$ cat src/rtl/semi_pack_pkg.sv
// semi_pack_pkg: shared video constants and the packed semigraphics byte bundle.
package semi_pack_pkg;
  localparam int PIX_PER_BYTE = 8;
  localparam int COLOUR_W = 4;
  localparam logic [COLOUR_W-1:0] BLACK = '0;
  typedef struct packed {
    logic [PIX_PER_BYTE-1:0] data;
    logic [COLOUR_W-1:0]     colour;
    logic                    error;
  } semi_byte_t;
endpackage

$ cat src/rtl/semi_pack_outbuf.sv
// semi_pack_outbuf: single-entry valid/ready holding register for packed bytes.
module semi_pack_outbuf
  import semi_pack_pkg::*;
(
  input  logic       clk,
  input  logic       reset,
  input  logic       load,
  input  semi_byte_t d,
  input  logic       ready,
  output logic       valid,
  output semi_byte_t q
);
  always_ff @(posedge clk or posedge reset)
    if (reset) begin
      valid <= 1'b0;
      q     <= '0;
    end else begin
      valid <= load || (valid && !ready);
      q     <= load ? d : q;
    end
endmodule

$ cat src/rtl/semi_pack.sv
// semi_pack: packs a pixel stream into semigraphics bytes with foreground colour.
module semi_pack #(
  parameter int PIX_PER_BYTE = semi_pack_pkg::PIX_PER_BYTE,
  parameter int COLOUR_W     = semi_pack_pkg::COLOUR_W
) (
  input  logic                    clk,
  input  logic                    reset,
  input  logic [COLOUR_W-1:0]     colour,
  input  logic                    pixel_valid,
  output logic                    pixel_ready,
  input  logic                    flush,
  output logic [PIX_PER_BYTE-1:0] data,
  output logic [COLOUR_W-1:0]     scolour,
  output logic                    colour_error,
  output logic                    data_valid,
  input  logic                    data_ready
);
  import semi_pack_pkg::*;
  localparam int CW = $clog2(PIX_PER_BYTE) + 1;
  localparam logic [CW-2:0] LAST = (CW-1)'(PIX_PER_BYTE - 1);
  logic [CW-2:0] cnt;
  logic [CW-1:0] c1;
  logic [PIX_PER_BYTE-1:0] acc, a1;
  logic [COLOUR_W-1:0] fg, fg1;
  logic err, err1, pend, take, nz, complete, do_flush, space, load;
  semi_byte_t nb, qb;
  assign pixel_ready = !(data_valid && (cnt == LAST || pend));
  assign take = pixel_valid && pixel_ready;
  assign nz = colour != BLACK;
  assign space = !data_valid || data_ready;
  always_comb begin
    c1 = CW'(cnt) + CW'(take);
    a1 = take ? {acc[PIX_PER_BYTE-2:0], nz} : acc;
    fg1 = (take && fg == BLACK) ? colour : fg;
    err1 = err || (take && nz && fg != BLACK && colour != fg);
    complete = c1 == CW'(PIX_PER_BYTE);
    do_flush = (flush || pend) && c1 != '0 && !complete;
    load = complete || (do_flush && space);
    nb = '{data: a1 << (CW'(PIX_PER_BYTE) - c1), colour: fg1, error: err1};
  end
  // A flush that cannot load stalls with the partial byte intact until the buffer drains.
  always_ff @(posedge clk or posedge reset)
    if (reset) begin
      cnt  <= '0;
      acc  <= '0;
      fg   <= BLACK;
      err  <= 1'b0;
      pend <= 1'b0;
    end else begin
      cnt  <= load ? '0 : c1[CW-2:0];
      acc  <= load ? '0 : a1;
      fg   <= load ? BLACK : fg1;
      err  <= load ? 1'b0 : err1;
      pend <= do_flush && !space;
    end
  semi_pack_outbuf u_outbuf (
    .clk   (clk),
    .reset (reset),
    .load  (load),
    .d     (nb),
    .ready (data_ready),
    .valid (data_valid),
    .q     (qb)
  );
  assign data = qb.data;
  assign scolour = qb.colour;
  assign colour_error = qb.error;
endmodule
$ cat config.mk
export PLATFORM = sky130hd
export DESIGN_NAME = semi_pack
export DESIGN_NICKNAME = d
export VERILOG_FILES = /design/src/rtl/semi_pack_pkg.sv /design/src/rtl/semi_pack_outbuf.sv /design/src/rtl/semi_pack.sv
export SDC_FILE = /design/constraint.sdc
export NUM_CORES = 1
export LEC_CHECK = 0
export BUFFER_PORTS_ARGS = -buffer_cell sky130_fd_sc_hd__buf_2
export CORE_ASPECT_RATIO = 1.75
export CORE_MARGIN = 2
export CORE_UTILIZATION = 44
export CTS_BUF_LIST = sky130_fd_sc_hd__clkbuf_4 sky130_fd_sc_hd__clkbuf_8
export CTS_CLUSTER_DIAMETER = 50
export CTS_CLUSTER_SIZE = 28
export DETAILED_ROUTE_END_ITERATION = 10
export PLACE_DENSITY = 0.76
export SKIP_CTS_REPAIR_TIMING = 1
export SYNTH_ARGS = -nofsm -noshare
export SYNTH_HDL_FRONTEND = slang
export SYNTH_HIERARCHICAL = 1
export SYNTH_SLANG_ARGS = --single-unit
export TNS_END_PERCENT = 1
$ cat constraint.sdc
create_clock -name clk -period 3.4 [get_ports clk]
set_input_delay 0.34 -clock clk [delete_from_list [all_inputs] [get_ports clk]]
set_output_delay 0.34 -clock clk [all_outputs]
set_load 0.05 [all_outputs]
# After elaboration in Yosys (flattened, before gate mapping)
# Cells that the tools add are included.
dict set report op_classes {
  n_mux 6
  add_sub_neg 2
  shift 1
  n_reduce_logical 26
  n_eq_ne 3
}
# operator n
set ops {}
lappend ops {{8-bit 2-to-1 mux} 2}
lappend ops {{4-bit nonzero test} 3}
lappend ops {{1-bit logical AND} 11}
lappend ops {{4-bit 2-to-1 mux} 2}
lappend ops {{8-bit by 4-bit left shift with 8-bit output} 1}
lappend ops {{1-bit logical OR} 6}
lappend ops {{1-bit zero test} 5}
lappend ops {{3-bit by 1-bit adder with 4-bit output} 1}
lappend ops {{4-bit == test (second input constant)} 1}
lappend ops {{4-bit zero test} 1}
lappend ops {{4-bit != test} 1}
lappend ops {{4-bit subtractor (first input constant)} 1}
lappend ops {{3-bit == test (second input constant)} 1}
lappend ops {{3-bit 2-to-1 mux} 1}
lappend ops {{1-bit 2-to-1 mux} 1}
dict set report totals {
  ff_bits 31
  word_cells 47
  inputBits 9
  out_inout_bits 15
}

# Depth between registers and ports, before layout
dict set report logic_depth {
  ltp_word 12
  depth_mapped 17
  mapped_depth_nobuf 13
}

# By module
# Netlist, hierarchy kept.
# module instances seq_area_each_um2 cells_each area_each_um2
set modules_own_cells {}
lappend modules_own_cells {semi_pack 1 425.4 153 1387.6}
lappend modules_own_cells {semi_pack_outbuf 1 350.3 31 524.3}

# Worst setup path before layout
# Ideal clock, no wire load.
dict set report synth_path {
  path_type {register -> register}
  start {reg u_outbuf.valid}
  end {reg u_outbuf/q[0] in the netlist's numbering}
  arrival_ps 3482
  setup_ps 125
  setup_slack_ps -207
  stages_incl_launch_ff 16
  cell_sequence {dfrtp_1 nand4_2 nand2_2 inv_2 buf_2 ha_1 ha_1 inv_1 ha_1 buf_2 nand2_1 o2bb2ai_1 a22o_1 buf_2 buf_6 mux2_2}
}
dict set report synth_via {
  elab_chain_len 9
}
# element line_no
set synth_rtl {}
lappend synth_rtl {{start, declared} semi_pack_outbuf.sv:10} ;# output logic valid,
lappend synth_rtl {{start signal, assigned} semi_pack_outbuf.sv:18} ;# valid <= load || (valid && !ready);
lappend synth_rtl {{1-bit logical AND} semi_pack.sv:27} ;# assign pixel_ready = !(data_valid && (cnt == LAST || pend));
lappend synth_rtl {{1-bit zero test} semi_pack.sv:27}
lappend synth_rtl {{1-bit logical AND} semi_pack.sv:28} ;# assign take = pixel_valid && pixel_ready;
lappend synth_rtl {{3-bit by 1-bit adder with 4-bit output} semi_pack.sv:32} ;# c1 = CW'(cnt) + CW'(take);
lappend synth_rtl {{4-bit == test / 4-bit nonzero test (equally long branches)} {semi_pack.sv:36, semi_pack.sv:37}}
lappend synth_rtl {{1-bit zero test / 1-bit logical AND (equally long branches)} semi_pack.sv:37} ;# do_flush = (flush || pend) && c1 != '0 && !complete;
lappend synth_rtl {{1-bit logical AND} semi_pack.sv:37}
lappend synth_rtl {{1-bit logical AND} semi_pack.sv:38} ;# load = complete || (do_flush && space);
lappend synth_rtl {{1-bit logical OR *} semi_pack.sv:38}
lappend synth_rtl {{named net load} semi_pack.sv:25} ;# logic err, err1, pend, take, nz, complete, do_flush, space, load;
lappend synth_rtl {{end signal, assigned} semi_pack_outbuf.sv:19} ;# q <= load ? d : q;
lappend synth_rtl {{end, declared} semi_pack_outbuf.sv:11} ;# output semi_byte_t q
# The timed path passes the listed nets; every way through them passes the cells marked *.
# A chain may end at the register's enable or synchronous reset.

==> summary.txt <==
Timing
  • TNS Setup: 0 ps
  • # setup viols final: 0
  • Slew headroom: 53.5%
  • Min Hold Slack: 83.2 ps
  • Final period util: 90.1%
  • Post-layout min period: roughly 3000 ps
  • Max Transition Viols Final: 0
  • Fmax: about 0.33 GHz
  • Hold Vio Cnt, Final: 0
  • Least-Margin Pin Slew: around 700 ps
  • Worst Skew: 5.38 ps
  • Unrepaired setup endpoints after global routing: no

Clocking
  • CTS tree: done
  • Clock root buffer: clkbuf_8
  • Number of buffers on the longest clock path: 2
  • Latest clock arrival within the worst-skew pair: 290 ps
  • CTS sink count: 31
  • Clock transition at path regs: roughly 70 ps
  • # H-tree levels: 2
  • CTS buffer count: 5

Synth
  • Synthesized instance count: 184
  • Sequential share of the synthesized area: 40.6%
  • Syn_area_per_cell: 10.4 sq um
  • Post-synthesis net count: 196
  • Mapped Area: about 1900 sq um
  • Largest area contributor in the netlist: dfrtp_1
  • Top cell type's share of synthesized area: 40.6%
  • Yosys warnings: 6
  • Synthesis-stage register bit count: 31
  • Most used DFF post-synth: dfrtp_1
  • Post-synth ARST share: 100%
  • Netlist cell types: 53
  • Number of synthesized flops with an enable pin: 0
  • Main area contributors after synthesis: dfrtp_1 (41%), mux2_2 (8.2%), mux2i_1 (4.7%)

Worst setup path
  • Reg2reg setup slack: ~340 ps
  • Worst path arrival time: 3240 ps
  • Setup crit start kind: register
  • CP Capture Type: register
  • Crit path cell chain: nand4_2 -> nand2_2 -> inv_2 -> ha_1 -> ha_1 -> inv_1 -> ha_1 -> nor2b_1 -> a211oi_1 -> a21o_2 -> nor2_1 -> a211o_1 -> mux2_2
  • Critical path's slowest cell: dfrtp_1
  • Worst setup path class: register to register
  • CP dominant cell by count: ha_1
  • CP required: between 3000 and 4000 ps
  • Max FO, Critical Path: 10
  • Max incr delay on CP: 470 ps

Floorplanning
  • Core area: 4150 sq um
  • Die Height: 91.2 um
  • Initial cell density of the core: 46.1%
  • # IOs: 24
  • Die area: 4910 sq um
  • Die extent in x: 53.8 um
  • Row count: 31

Layout
  • Core Util, Final: 52.7%
  • Ratio of cells with drive above 1 in the final layout: between 30 and 40%
  • Ant. Diodes: 0
  • Final nets: 223
  • Design area: 2190 sq um
  • Synthesis-to-finish area growth: 14.5%

Route
  • Via count: 1,464
  • Routed vias/inst: 5.61
  • Avg WL per Cell: 15.0 um
  • DRT Pass-1 Iters: 4
  • Starting DRC count in detailed routing: 32
  • Drt drc: 0
  • Number of routed nets with antenna violations: 0
  • Final Routed Wirelength: 3.92 mm

Power
  • Internal power: 0.00127 W
  • Switching part of the total: 45.1%
  • Combinational group share of total power: 57.6%
  • Max IR drop VDD: 0.664 mV
  • Clock network power share: 16.2%
  • Flop pwr share: 26.2%
  • Lkg Pwr: 1.01 nW
  • Psw: 0.00104 W
  • Pwr Density: 1050 nW/um^2

GRT
  • Vias in the first global route: 1,481
  • Grt ovf: 0
  • Largest net degree at the start of global routing: 30
  • First-pass GRT wire length: 6.61 mm
  • Initial antenna violation count: 0
  • GRT Overall Usage: between 10% and 20%

Placed design
  • Post-DP HPWL: roughly 3.0 mm
  • RePlAce Congestion: 0.893
  • Placed cell area: 2070 sq um
  • PortBufs: 23

Min path
  • HP Class: primary input to asynchronous set/reset pin

Run
  • Max-cap viol count: 0

Outcome
  • Outcome: finished clean
==> layout make-up <==
class | count | area, sq um
fill | 367 | 1960
multi-input combinational | 134 | 1030
sequential | 31 | 777
timing repair buffer | 29 | 160
clock buffer | 6 | 82.6
tap | 49 | 61.3
inverter | 10 | 37.5
clock inverter | 2 | 35.0
==> synth_stat cells (2+ instances only) <==
cell	count
dfrtp_1	31
nand2_1	18
mux2_2	14
a21oi_1	10
inv_1	9
mux2i_1	9
nor2_1	8
nor2b_1	8
a31o_2	5
o21ai_0	5
xnor2_1	5
a211oi_1	4
buf_2	4
nand2b_1	4
buf_6	3
ha_1	3
nand3_1	3
a211o_1	2
a31oi_1	2
and3_1	2
nor3_1	2
o2bb2ai_1	2
==> power by group through the flow <==
stage | registers, W | clock network (W) | logic, W
3_5_place_dp | 0.000613 | 0 | 0.00133
5_1_grt | 0.000620 | 0.000393 | 0.00145
3_3_place_gp | 0.000606 | 0 | 0.00131
2_1_floorplan | 0.000799 | 0 | 0.000911
4_1_cts | 0.000606 | 0.000383 | 0.00133
6_report | 0.000604 | 0.000375 | 0.00133
==> cell usage in the layout, fill, tap and decap left out, types with 6 or more instances in the layout <==
cell       n
nor2b_1    8
buf_4      6
inv_1      9
mux2i_1    9
nand2_1   18
nor2_1     8
clkbuf_8   6
a21oi_1   10
buf_2     23
mux2_2    14
dfrtp_1   30
==> worst paths after layout <==
path	start	endpoint	depth (start not counted)
setup / recovery	cnt[1]	u_outbuf/q[10]	13
hold / removal	reset	u_outbuf/q[3]	2
setup reg to reg	cnt[1]	u_outbuf/q[10]	13
hold reg to reg	u_outbuf/q[10]	u_outbuf/q[10]	1
max in group asynchronous	reset	acc[5]	2
min in group clk	data_ready	u_outbuf/valid	3
==> per-stage QoR <==
stage,instances,setup WS (ps),power (W)
2_1_floorplan,184,24.4,0.00171
3_3_place_gp,253,342,0.00192
3_5_place_dp,253,255,0.00194
4_1_cts,261,238,0.00232
5_1_grt,261,68.0,0.00247
6_report,261,335,0.00231
==> layer usage <==
metal  share of wire (%)  GRT usage (%)  vias up
met2                  55           31.2       39
li1                    -              -      723
met1                  37           20.7      685
met3                 3.5           1.97       17
met5                   0              0        -
met4                 4.6           12.8        0
==> worst max-delay path: cells and delay by family, from the launching register on <==
family          cells  cell delay (ps)
flops               1              470
buf+inv             2              130
fa+ha+maj           3              880
mux                 1              250
compound gates      3              740
simple gates        4              490
==> state kept, by name, summed over array words and instances, names as in the netlist <==
| signal | cells |
|---|---|
| pend | 1 |
| cnt | 3 |
| acc | 8 |
| u_outbuf/q | 13 |
| u_outbuf/valid | 1 |
| err | 1 |
| fg | 4 |
==> kinds of logic after synthesis <==
group	synth area share, %
AO/OA/AOI/OAI	20.2
XOR/XNOR	2.29
adder cells (fa/ha/maj)	1.96
buffers and inverters	5.37
flip-flops	40.6
multiplexers	14.9
AND/OR/NAND/NOR	14.7
(Power assumes the default switching activity.)
